File: src/rtl/pipe_chain_if.sv
// Valid/ready bundle for pipe_chain: upstream (in_*) and downstream (out_*) handshakes.
// slave is the chain's view; master is the surrounding producer/consumer view.
interface pipe_chain_if #(
   parameter int WIDTH = 32
);
   logic             in_valid;
   logic [WIDTH-1:0] in_data;
   logic             in_ready;
   logic             out_valid;
   logic [WIDTH-1:0] out_data;
   logic             out_ready;

   modport master (
      output in_valid, in_data, out_ready,
      input  in_ready, out_valid, out_data
   );

   modport slave (
      input  in_valid, in_data, out_ready,
      output in_ready, out_valid, out_data
   );
endinterface

File: src/rtl/pipe_chain.sv
// DEPTH-stage valid/ready register chain with bubble collapsing, flush and occupancy.
// Optional statistics counters are built only when PIPE_CHAIN_STATS_EN is defined.
module pipe_chain #(
   parameter int WIDTH = 32,
   parameter int DEPTH = 4,
   localparam int OCC_W = $clog2(DEPTH + 1)
) (
   input  logic             clk,
   input  logic             rst_n,
   pipe_chain_if.slave      bus,
   input  logic             flush,
   output logic [OCC_W-1:0] occupancy,
   output logic [31:0]      stat_in_cnt,
   output logic [31:0]      stat_out_cnt,
   output logic [31:0]      stat_stall_cnt
);
   logic [DEPTH-1:0] v_reg;
   logic [DEPTH-1:0] v_next;
   logic [DEPTH-1:0] src_v;
   logic [WIDTH-1:0] d_reg [DEPTH];
   logic [WIDTH-1:0] src_d [DEPTH];
   logic             rdy [DEPTH];
   logic [OCC_W-1:0] occ_reg;
   logic [OCC_W-1:0] occ_next;
   logic             in_fire;

   assign bus.in_ready  = rdy[0] && !flush;
   assign in_fire       = bus.in_valid && bus.in_ready;
   assign bus.out_valid = v_reg[DEPTH-1];
   assign bus.out_data  = d_reg[DEPTH-1];
   assign occupancy     = occ_reg;

   generate
      for (genvar gi = 0; gi < DEPTH; gi++) begin : g_stage
         // A stage can take a new word if it is empty or everything ahead of it moves.
         if (gi == DEPTH - 1) begin : g_last
            assign rdy[gi] = !v_reg[gi] || bus.out_ready;
         end else begin : g_mid
            assign rdy[gi] = !v_reg[gi] || rdy[gi+1];
         end

         if (gi == 0) begin : g_head
            assign src_v[gi] = in_fire;
            assign src_d[gi] = bus.in_data;
         end else begin : g_body
            assign src_v[gi] = v_reg[gi-1];
            assign src_d[gi] = d_reg[gi-1];
         end

         assign v_next[gi] = !flush && (rdy[gi] ? src_v[gi] : v_reg[gi]);
      end
   endgenerate

   always_comb begin
      occ_next = '0;
      for (int i = 0; i < DEPTH; i++) begin
         occ_next = occ_next + OCC_W'(v_next[i]);
      end
   end

   always_ff @(posedge clk or negedge rst_n) begin
      if (!rst_n) begin
         v_reg   <= '0;
         occ_reg <= '0;
      end else begin
         v_reg   <= v_next;
         occ_reg <= occ_next;
      end
   end

   // Data only moves when a valid word moves, so empty stages keep stale contents.
   always_ff @(posedge clk or negedge rst_n) begin
      if (!rst_n) begin
         for (int i = 0; i < DEPTH; i++) begin
            d_reg[i] <= '0;
         end
      end else begin
         for (int i = 0; i < DEPTH; i++) begin
            if (rdy[i] && src_v[i]) begin
               d_reg[i] <= src_d[i];
            end
         end
      end
   end

`ifdef PIPE_CHAIN_STATS_EN
   logic [31:0] in_cnt_reg;
   logic [31:0] out_cnt_reg;
   logic [31:0] stall_cnt_reg;

   always_ff @(posedge clk or negedge rst_n) begin
      if (!rst_n) begin
         in_cnt_reg    <= '0;
         out_cnt_reg   <= '0;
         stall_cnt_reg <= '0;
      end else begin
         if (in_fire) begin
            in_cnt_reg <= in_cnt_reg + 32'd1;
         end
         if (bus.out_valid && bus.out_ready) begin
            out_cnt_reg <= out_cnt_reg + 32'd1;
         end
         if (bus.out_valid && !bus.out_ready) begin
            stall_cnt_reg <= stall_cnt_reg + 32'd1;
         end
      end
   end

   assign stat_in_cnt    = in_cnt_reg;
   assign stat_out_cnt   = out_cnt_reg;
   assign stat_stall_cnt = stall_cnt_reg;
`else
   assign stat_in_cnt    = '0;
   assign stat_out_cnt   = '0;
   assign stat_stall_cnt = '0;
`endif
endmodule

File: src/flat_wrapper.sv
// flat-port wrapper written by rule: the top's interface ports become plain ports
module pipe_chain_flat 
#(
   parameter int WIDTH = 32,
   parameter int DEPTH = 4,
   localparam int OCC_W = $clog2(DEPTH + 1)
)
  (clk, rst_n, flush, occupancy, stat_in_cnt, stat_out_cnt, stat_stall_cnt, bus_in_valid, bus_in_data, bus_out_ready, bus_in_ready, bus_out_valid, bus_out_data);
  pipe_chain_if #(.WIDTH(WIDTH)) bus_i ();
  input  logic clk;
  input  logic rst_n;
  input  logic flush;
  output logic [OCC_W-1:0] occupancy;
  output logic [31:0] stat_in_cnt;
  output logic [31:0] stat_out_cnt;
  output logic [31:0] stat_stall_cnt;
  input wire logic [$bits(bus_i.in_valid)-1:0] bus_in_valid;
  input wire logic [$bits(bus_i.in_data)-1:0] bus_in_data;
  input wire logic [$bits(bus_i.out_ready)-1:0] bus_out_ready;
  output wire logic [$bits(bus_i.in_ready)-1:0] bus_in_ready;
  output wire logic [$bits(bus_i.out_valid)-1:0] bus_out_valid;
  output wire logic [$bits(bus_i.out_data)-1:0] bus_out_data;
  assign bus_i.in_valid = bus_in_valid;
  assign bus_i.in_data = bus_in_data;
  assign bus_i.out_ready = bus_out_ready;
  assign bus_in_ready = bus_i.in_ready;
  assign bus_out_valid = bus_i.out_valid;
  assign bus_out_data = bus_i.out_data;
  pipe_chain #(.WIDTH(WIDTH), .DEPTH(DEPTH)) u_core (.clk(clk), .rst_n(rst_n), .bus(bus_i), .flush(flush), .occupancy(occupancy), .stat_in_cnt(stat_in_cnt), .stat_out_cnt(stat_out_cnt), .stat_stall_cnt(stat_stall_cnt));
endmodule
File: config.mk
export PLATFORM = sky130hd
export DESIGN_NAME = pipe_chain_flat
export DESIGN_NICKNAME = d
export VERILOG_FILES = /design/src/rtl/pipe_chain_if.sv /design/src/rtl/pipe_chain.sv /design/src/flat_wrapper.sv
export SDC_FILE = /design/constraint.sdc
export NUM_CORES = 1
export LEC_CHECK = 0
export CAP_MARGIN = 0
export CORE_MARGIN = 3
export CORE_UTILIZATION = 52
export DETAILED_ROUTE_END_ITERATION = 7
export PLACE_DENSITY = 0.86
export SLEW_MARGIN = 30
export SYNTH_ARGS = -nofsm -noshare
export SYNTH_HDL_FRONTEND = slang
export SYNTH_SLANG_ARGS = --single-unit
File: constraint.sdc
create_clock -name clk -period 3.55 [get_ports clk]
set_input_delay 0.71 -clock clk [delete_from_list [all_inputs] [get_ports clk]]
set_output_delay 0.71 -clock clk [all_outputs]
set_load 0.02 [all_outputs]
# Yosys cells after proc, flatten, opt, wreduce, memory -nomap -nowiden
# Cells that the tools add are included.
# word_totals
regBits	135
latch_bits	0
ram_bits	0
rom_bits	0
input_bits	37
mem_count	0
# op_classes
add_sub_neg	3
mul	0
div_mod_pow	0
magnitude_cmp	0
eq_ne	0
shift	0
n_mux	4
bitwise_logic	0
n_reduce_logical	19
# ops
op	n
1-bit logical AND	10
3-bit by 1-bit adder with 3-bit output	2
1-bit zero test	5
1-bit logical OR	4
1-bit 2-to-1 mux	4
1-bit by 1-bit adder with 2-bit output	1

# Depth between registers and ports, before layout
# logic_depth
depth_word	12
depth_mapped	6

# Worst setup path before layout
# OpenSTA, ideal clock, no wires.
# synth_timing
kind	input -> register
start	in bus_out_ready
end	reg u_core.occ_reg[1] (netlist: u_core.occupancy[1])
setup_ns	0.126
arrival_time_ns	2.238
setup_slack_ns	1.186
cell_stages	6
cell_sequence	nand2b_4 or2_2 a21oi_1 ha_1 fa_1 ha_1
# synth_via
elab_chain_cells	11
elab_cells_between_ends	17
# synth_rtl
element	line_no	text
start, declared	flat_wrapper.sv:19	input wire logic [$bits(bus_i.out_ready)-1:0] bus_out_ready;
1-bit logical OR (*)	pipe_chain.sv:37	assign rdy[gi] = !v_reg[gi] || bus.out_ready;
1-bit logical OR (*) (3 in a row)	pipe_chain.sv:39	assign rdy[gi] = !v_reg[gi] || rdy[gi+1];
1-bit logical AND	pipe_chain.sv:27	assign bus.in_ready = rdy[0] && !flush;
1-bit logical AND	pipe_chain.sv:28	assign in_fire = bus.in_valid && bus.in_ready;
1-bit 2-to-1 mux (*)	pipe_chain.sv:50	assign v_next[gi] = !flush && (rdy[gi] ? src_v[gi] : v_reg[gi]);
1-bit logical AND (*)	pipe_chain.sv:50	
named net u_core.v_next[0]	pipe_chain.sv:18	logic [DEPTH-1:0] v_next;
1-bit by 1-bit adder with 2-bit output (*)	pipe_chain.sv:57	occ_next = occ_next + OCC_W'(v_next[i]);
3-bit by 1-bit adder with 3-bit output (*) (2 in a row)	pipe_chain.sv:57	
named net u_core.occ_next[1]	pipe_chain.sv:24	logic [OCC_W-1:0] occ_next;
end signal, assigned	pipe_chain.sv:67	occ_reg <= occ_next;
end, declared	pipe_chain.sv:23	logic [OCC_W-1:0] occ_reg;
# The timed path passes the listed nets; every way through them passes the cells marked *.
# A chain may end at the register's enable or synchronous reset.

# Worst setup path after layout
# layout_timing
start	in bus_out_ready
end	out bus_in_ready
# layout_via
elab_chain_cells	5
# layout_rtl
element	line_no	text
1-bit logical OR	pipe_chain.sv:37	
1-bit logical OR (3 in a row)	pipe_chain.sv:39	
1-bit logical AND	pipe_chain.sv:27	
end, declared	flat_wrapper.sv:20	output wire logic [$bits(bus_i.in_ready)-1:0] bus_in_ready;
# No other way between the ends.

==> summary.txt <==
Run
  – Max_cap viols: 0

GRT
  – Global route hottest layer: met2
  – Vias in the first global route: 3,132
  – Met2 track demand over resource: 25.0%
  – Initial antenna violation count: 0
  – Total global routing overflow: 0
  – Gr usage total: 15.2%
  – GRT met3 Usage: 5.76%
  – Largest net degree at the start of global routing: 80
  – Met1 Usage GRT: 17.7%
  – Global-route wire length before repair: 15,200 µm

Final layout
  – Non-Filler Instances: 630
  – Layout cells sized above 1: 32.7%
  – Final #Nets: 517
  – Synth-to-Final Area Change: 13.2%
  – Final Cell Area: 6890 µm²
  – Diode count: 0
  – Final core occ: 61.9%
  – Most frequent cells in the layout: 135 x dfrtp_1, 121 x mux2_2, 96 x conb_1
  – Max FFs per register: 96
  – Most common cell after layout, fill and taps aside: dfrtp_1

STA
  – Max frequency: 0.326 GHz
  – Worst-Margin Slew: 0.828 ns
  – Max-slew violations: 0
  – Crit path time final: 3.07 ns
  – Setup violators final: 0
  – RSZ-0062 raised after global routing: false
  – Slew headroom: 44.6%
  – Final Hold Vio Count: 0
  – Clock skew: 0.00521 ns
  – Final period util: 86.5%
  – Setup TNS: 0 ns

Setup path
  – Critical Path RT: 2.84 ns
  – CP endpoint kind: primary output
  – Data arrival time of the worst path: 2.36 ns
  – R2r worst-path depth: 6
  – Worst reg2reg path startpoint: u_core.v_reg[1]
  – Worst Setup Start Kind: input pin
  – R2r setup slk: 1.37 ns
  – Worst Path Max Fanout: 6
  – RR Endpoint: u_core.occupancy[1]
  – Crit Path Class: input pin to primary output

Synthesis
  – Sequential share of the synthesized area: 55.5%
  – Synthesized area: 6090 µm²
  – Mapped Cells: 426
  – Average cell area after synthesis: 14.3 µm²
  – Synth warn: 0
  – Register bit total from synthesis: 135
  – Post-synth cell types: 19

Pwr
  – Cell leakage power: 3.15 nW
  – PD cells: 749 nW/µm²
  – Power, Total: 5.16 mW
  – Worst VDD drop: 0.427 mV

Floorplan
  – Die H: 114 µm
  – Io pins: 170
  – Core Box Area: 11,100 µm²
  – Initial Utilization: 54.7%
  – Die X: 114 µm
  – Die area: 13,000 µm²
  – Core Rows: 38

Routing
  – Number of DRC markers in iteration 0: 51
  – WL per Instance: 14.9 µm
  – Vias per cell: 4.69
  – Drt total wl: 9360 µm
  – ANT nets after route: 0
  – DR pass1 iterations: 4
  – Residual DRC count: 0
  – Total number of vias: 2,957

Placement
  – HPWL Detailed: 6160 µm
  – Port bufs: 73
  – Routability cong.: 0.713
  – DP Area: 6330 µm²
  – Placed Instances: 598

Clock tree
  – Post-CTS setup buffers: 0
  – Skew-Pair Late Insertion Delay: 0.41 ns
  – Clock Pin Slew Worst Setup and Hold Paths: 0.06 ns
  – Clock sinks: 135
  – Root buf cell: clkbuf_16
  – Post_cts resized: 0
  – CTS Buf Count: 17
  – Clk buf depth: 2
  – CTS H-tree depth: 4
  – CTS Hold Bufs: 0
  – CTS tree: done

Worst hold path
  – HP Class: input pin to asynchronous set/reset pin

Outcome
  – Outcome: complete, no violations
## cell type report
class                      instances  area [µm²]
tap                              140         175
timing repair buffer              77         787
clock buffer                      23         458
fill                             824        4240
clock inverter                     9         101
multi-input combinational        244        1980
inverter                           2        7.51
sequential                       135        3380
## worst max path at each step
stage / startpoint / end / slack [ns]
2_1_floorplan: bus_out_ready / u_core.occupancy[1] / 1.19
3_3_place_gp: bus_out_ready / bus_in_ready / 0.53
3_5_place_dp: bus_out_ready / bus_in_ready / 0.48
4_1_cts: bus_out_ready / bus_in_ready / 0.48
5_1_grt: bus_out_ready / bus_in_ready / 0.44
6_report: bus_out_ready / bus_in_ready / 0.48
## routing by layer
metal  part of all wire, %  up-vias
li1                      -     1312
met1                    40     1485
met2                    50      143
met3                   8.5       17
met4                   1.7        0
met5                     0        -
## power breakdown
group,switching (mW),internal (mW),total (mW),leakage [nW]
combinational,0.575,0.689,1.26,1.25
sequential,0.237,2.00,2.24,1.62
clock,0.613,1.05,1.66,0.275
## critical path: stages
cell and delay, ns:
clkdlybuf4s50_1 0.44, nand2b_4 0.21, or2_2 0.33, nor2b_1 0.13, clkdlybuf4s50_1 0.54
## per-stage QoR
step,hold WS (ns),worst slack (ns)
2_1_floorplan,0.414,1.19
3_3_place_gp,0.460,0.531
3_5_place_dp,0.469,0.476
4_1_cts,0.256,0.477
5_1_grt,0.273,0.444
6_report,0.247,0.478
## logic make-up after synthesis
group	count (synthesis)	synth area share, %
other	1	0.0616
DFF	135	55.5
and+or+nand+nor	10	1.05
adders and majority gates	3	0.740
buffers and inverters	142	17.8
AOI/OAI and AO/OA	7	1.15
muxes	128	23.7
## cells in the mapped netlist
library cell    n  area (µm²)
dfrtp_1       135        3380
buf_4         128         961
mux2_2        121        1360
buf_6           9         101
mux2_1          7        78.8
a21oi_1         3        15.0
buf_2           3        15.0
nor2b_1         3        18.8
o21ai_4         3        48.8
ha_1            2        25.0
inv_1           2        7.51
nand2_1         2        7.51
nor2_1          2        7.51
a31oi_1         1        6.26
conb_1          1        3.75
fa_1            1        20.0
nand2b_4        1        13.8
nand3_2         1        10.0
or2_2           1        6.26
Note: power is estimated with default switching activity, not from simulation.
==> edit 1 (same flow settings) <==
The option `PIPE_CHAIN_STATS_EN` is turned on by a define.
--- a/src/rtl/pipe_chain.sv
+++ b/src/rtl/pipe_chain.sv
@@ -1,5 +1,7 @@
 // DEPTH-stage valid/ready register chain with bubble collapsing, flush and occupancy.
 // Optional statistics counters are built only when PIPE_CHAIN_STATS_EN is defined.
+`define PIPE_CHAIN_STATS_EN
+
 module pipe_chain #(
    parameter int WIDTH = 32,
    parameter int DEPTH = 4,
Behaviour: not the same (a bounded check fails within 4 cycles, from zero or initial values and one cycle with rst_n low).
==> edit 1 against the original RTL <==
  * Sequential power up 51%
  * Sequential cell count is 96 higher
  * Sequential share of layout area is 2.5 points lower
  * Worst setup slack worse by 0.087 ns
  * Global-route usage is 4.3 points higher
  * Final area increased by 80%
  * Wire length grew 120%
  * Power rose by 42%
  * Synthesized area up 62%
==> edit 1: results (changes against the original RTL) <==
[finish]
final_nets = 996  ; +93%
area_growth_pct = 26.3
fin_cells = 1201  ; +91%
layout-drive-gt1-share_pct = 17.6  ; -15 points
fill_cells = 1320  ; +60%
n_antenna_cell = 0  ; unchanged

[timing]
worst_clock_skew_ns = 0.0132  ; +0.00798 ns
max_slew_margin_pct = 51.3  ; +6.7 points
hold_ws_ns = 0.205  ; -0.0417 ns
finalCriticalPeriod_ns = 3.16  ; +0.0870 ns

[synth]
syn_area_per_cell_sq_um = 12.2  ; -14%
yosys_warnings = 0  ; unchanged
synth_cell_type_count = 41  ; +22
synthTopCellsByArea = dfrtp_1 (59%), mux2_2 (11%), nand2_1 (5.2%)
synth-async-reset-ratio_pct = 100  ; unchanged
synth_common_cells = dfrtp_1 (231), nand2_1 (135), mux2_2 (97)
ys_seq_area_share_pct = 58.7  ; +3.3 points

[power]
powerClk_uw = 2580  ; +55%
combinationalPowerShare_pct = 18.6  ; -5.9 points
vdd_drop_max_v = 0.000541  ; +27%
power.leakage_uw = 0.00569  ; +81%
netSwitchingPower_uw = 1940  ; +36%
p_seq_share_pct = 46.1  ; +2.7 points

[clocking]
clock-root-buffer = clkbuf_16
clock_latency_ns = 0.51  ; +0.10 ns
clk_path_buf_depth = 3  ; +1
htreeDepth = 1  ; -3
cts_made_buffers = 25  ; +8

[drt]
vias = 6570  ; +120%
first_pass_iters = 5  ; +1
drt_wl_total_um = 20300  ; +120%
drtIter0Drc = 219  ; +330%

[worst_setup_path]
rrSetupSlack_ns = 1.34  ; -0.03 ns
cp_max_fo = 3  ; -3
critPathSlowestCell = clkdlybuf4s50_1
crit_path_start = bus_out_ready
cp_top_family = buffers and inverters
reg2regPathDepth = 6  ; unchanged
r2r-start = u_core.v_reg[3]
crit_arrival_ns = 2.45  ; +0.09 ns
crit_path_max_incr_delay_ns = 0.64  ; +0.10 ns

[place]
dp.cells = 1155  ; +93%
gp_congestion = 0.803  ; +13%
port_buffers = 169  ; +130%
dp_slack_ns = 0.431  ; -0.0450 ns
post_dp_cell_area_sq_um = 11600  ; +83%
dp_hpwl_um = 13600  ; +120%

[global_route]
grt_pass1_wl_um = 33100  ; +120%
grt_usage_pct = 19.6  ; +4.3 points
grt_max_degree = 95  ; +19%

[run_status]
status = finished clean

edit 1: metal layers:
| layer | vias up | wire, um | track usage, % |
|---|---|---|---|
| li1 | 3019 | - | - |
| met1 | 3303 | 8620 | 26.9 |
| met2 | 214 | 10000 | 32.9 |
| met3 | 34 | 1310 | 3.46 |
| met4 | 0 | 336 | 4.36 |
| met5 | - | 0 | 0 |
edit 1: area by class of cell:
cell class | count | share of cell area (%)
multi-input combinational | 501 | 29.3
inverter | 12 | 0.363
tap | 229 | 2.31
clock buffer | 34 | 5.79
clock inverter | 12 | 0.967
sequential | 231 | 46.5
timing repair buffer | 182 | 14.7
edit 1: logic make-up after synthesis:
logic type,share of synthesized area [%]
flops,58.7
fa+ha+maj,0.839
compound gates,0.903
mux,11.2
buf+inv,4.41
xor+xnor,8.28
simple gates,15.6
==> edit 2 (same flow settings) <==
Made on the original files. Take the reset off `v_reg` and load it in a clocked block of its own.
--- a/src/rtl/pipe_chain.sv
+++ b/src/rtl/pipe_chain.sv
@@ -60,12 +60,14 @@
 
    always_ff @(posedge clk or negedge rst_n) begin
       if (!rst_n) begin
-         v_reg   <= '0;
          occ_reg <= '0;
       end else begin
-         v_reg   <= v_next;
          occ_reg <= occ_next;
       end
+   end
+
+   always_ff @(posedge clk) begin
+      v_reg <= v_next;
    end
 
    // Data only moves when a valid word moves, so empty stages keep stale contents.
Check against the original RTL: not equivalent (Yosys sat finds a counterexample within 4 cycles, from zero or initial values and one cycle with rst_n low).
==> edit 2 against the original RTL <==
  * Power rose by 1.6%
  * Worst setup slack improved by 0.025 ns
  * Wire length rose by 0.81%
  * Largest cell class unchanged
  * Synthesized area fell by 0.33%
  * Largest power group unchanged
  * Non-clock buffer count rose by 1
  * Sequential cell count did not move
  * Final area barely moved
  * Fmax rose by 0.83%
==> edit 2: results (changes against the original RTL) <==
[drt]
wl_met2_um = 5000  ; +6.2%
vias = 2959  ; +0.068%
drt_wl_total_um = 9440  ; +0.81%
wl_met1_um = 3660  ; -0.97%
dr_wl_met3_um = 672  ; -15%
drtIter0Drc = 76  ; +49%
routed.top_layer = met4

[synth]
synth-async-reset-ratio_pct = 97.0  ; -3.0 points
syn_inst = 426  ; unchanged
ys_seq_area_share_pct = 55.4  ; -0.15 points
synthTopCellsByArea = dfrtp_1 (54%), mux2_2 (22%), buf_4 (16%)
synth_common_cells = dfrtp_1 (131), buf_4 (128), mux2_2 (121)
synth_cell_type_count = 20  ; +1

[finish]
final_nets = 518  ; +0.19%
layout-drive-gt1-share_pct = 32.8  ; +0.14 points
fin_cells = 631  ; +0.16%

[worst_setup_path]
rrSetupSlack_ns = 1.42  ; +0.05 ns
r2r_end = u_core.occupancy[1]
crit_arrival_ns = 2.34  ; -0.02 ns
cp_top_family = buffers and inverters
critPathCapture = bus_in_ready
r2r-start = u_core.v_reg[1]

[timing]
max_slew_margin_pct = 49.7  ; +5.1 points
hold_ws_ns = 0.385  ; +0.138 ns
worst_clock_skew_ns = 0.00920  ; +0.00398 ns
fmax_mhz = 328  ; +0.83%

[place]
post_dp_cell_area_sq_um = 6300  ; -0.49%
dp_slack_ns = 0.509  ; +0.0329 ns
gp_congestion = 0.722  ; +1.4%
dp_hpwl_um = 6200  ; +0.60%
dp.cells = 599  ; +0.17%

[global_route]
grt.met3_usage_pct = 5.09  ; -0.67 points
antenna_found_initial = 0  ; unchanged
grt_pass1_vias = 3073  ; -1.9%
use_met2_pct = 26.3  ; +1.2 points
grt_pass1_wl_um = 15300  ; +0.50%
grt_max_degree = 74  ; -7.5%
use_met1_pct = 17.7  ; -0.069 points
grt_usage_pct = 15.2  ; -0.030 points

[clocking]
clock_latency_ns = 0.40
clk_path_buf_depth = 2  ; unchanged
htreeDepth = 4  ; unchanged

[power]
netSwitchingPower_uw = 1420  ; -0.28%
vdd_drop_max_v = 0.000411  ; -3.8%
power.leakage_uw = 0.00314  ; -0.38%

[run_status]
status = finished clean

[min_path]
holdCritPathClass = input pin to async pin

-- edit 2: cell count changes after synthesis, sizes merged --
cell and delta:
dfrtp -4, dfxtp +4
-- edit 2: area by class of cell --
type	instances	area (sq um)
Clock buffer	23	468
Clock inverter	9	125
Fill cell	849	4230
Inverter	2	7.51
Multi-Input combinational cell	244	1980
Sequential cell	135	3360
Tap cell	140	175
Timing Repair Buffer	78	778
-- edit 2: cells by family after synthesis --
logic type               Yosys count  synth area share (%)
flip-flops                       135                  55.4
other                              1                0.0618
AND/OR/NAND/NOR                   10                  1.05
adder cells (fa/ha/maj)            3                 0.742
AO/OA/AOI/OAI                      7                  1.15
buffers and inverters            142                  17.9
multiplexers                     128                  23.8
-- edit 2: power groups by stage --
stage	combinational, uW	clock (uW)	sequential [uW]
detailed placement	1280	0	2270
CTS	1290	1790	2250
global placement	1240	0	2240
floorplan	1120	0	2180
finish	1270	1740	2240
global route	1350	1860	2300
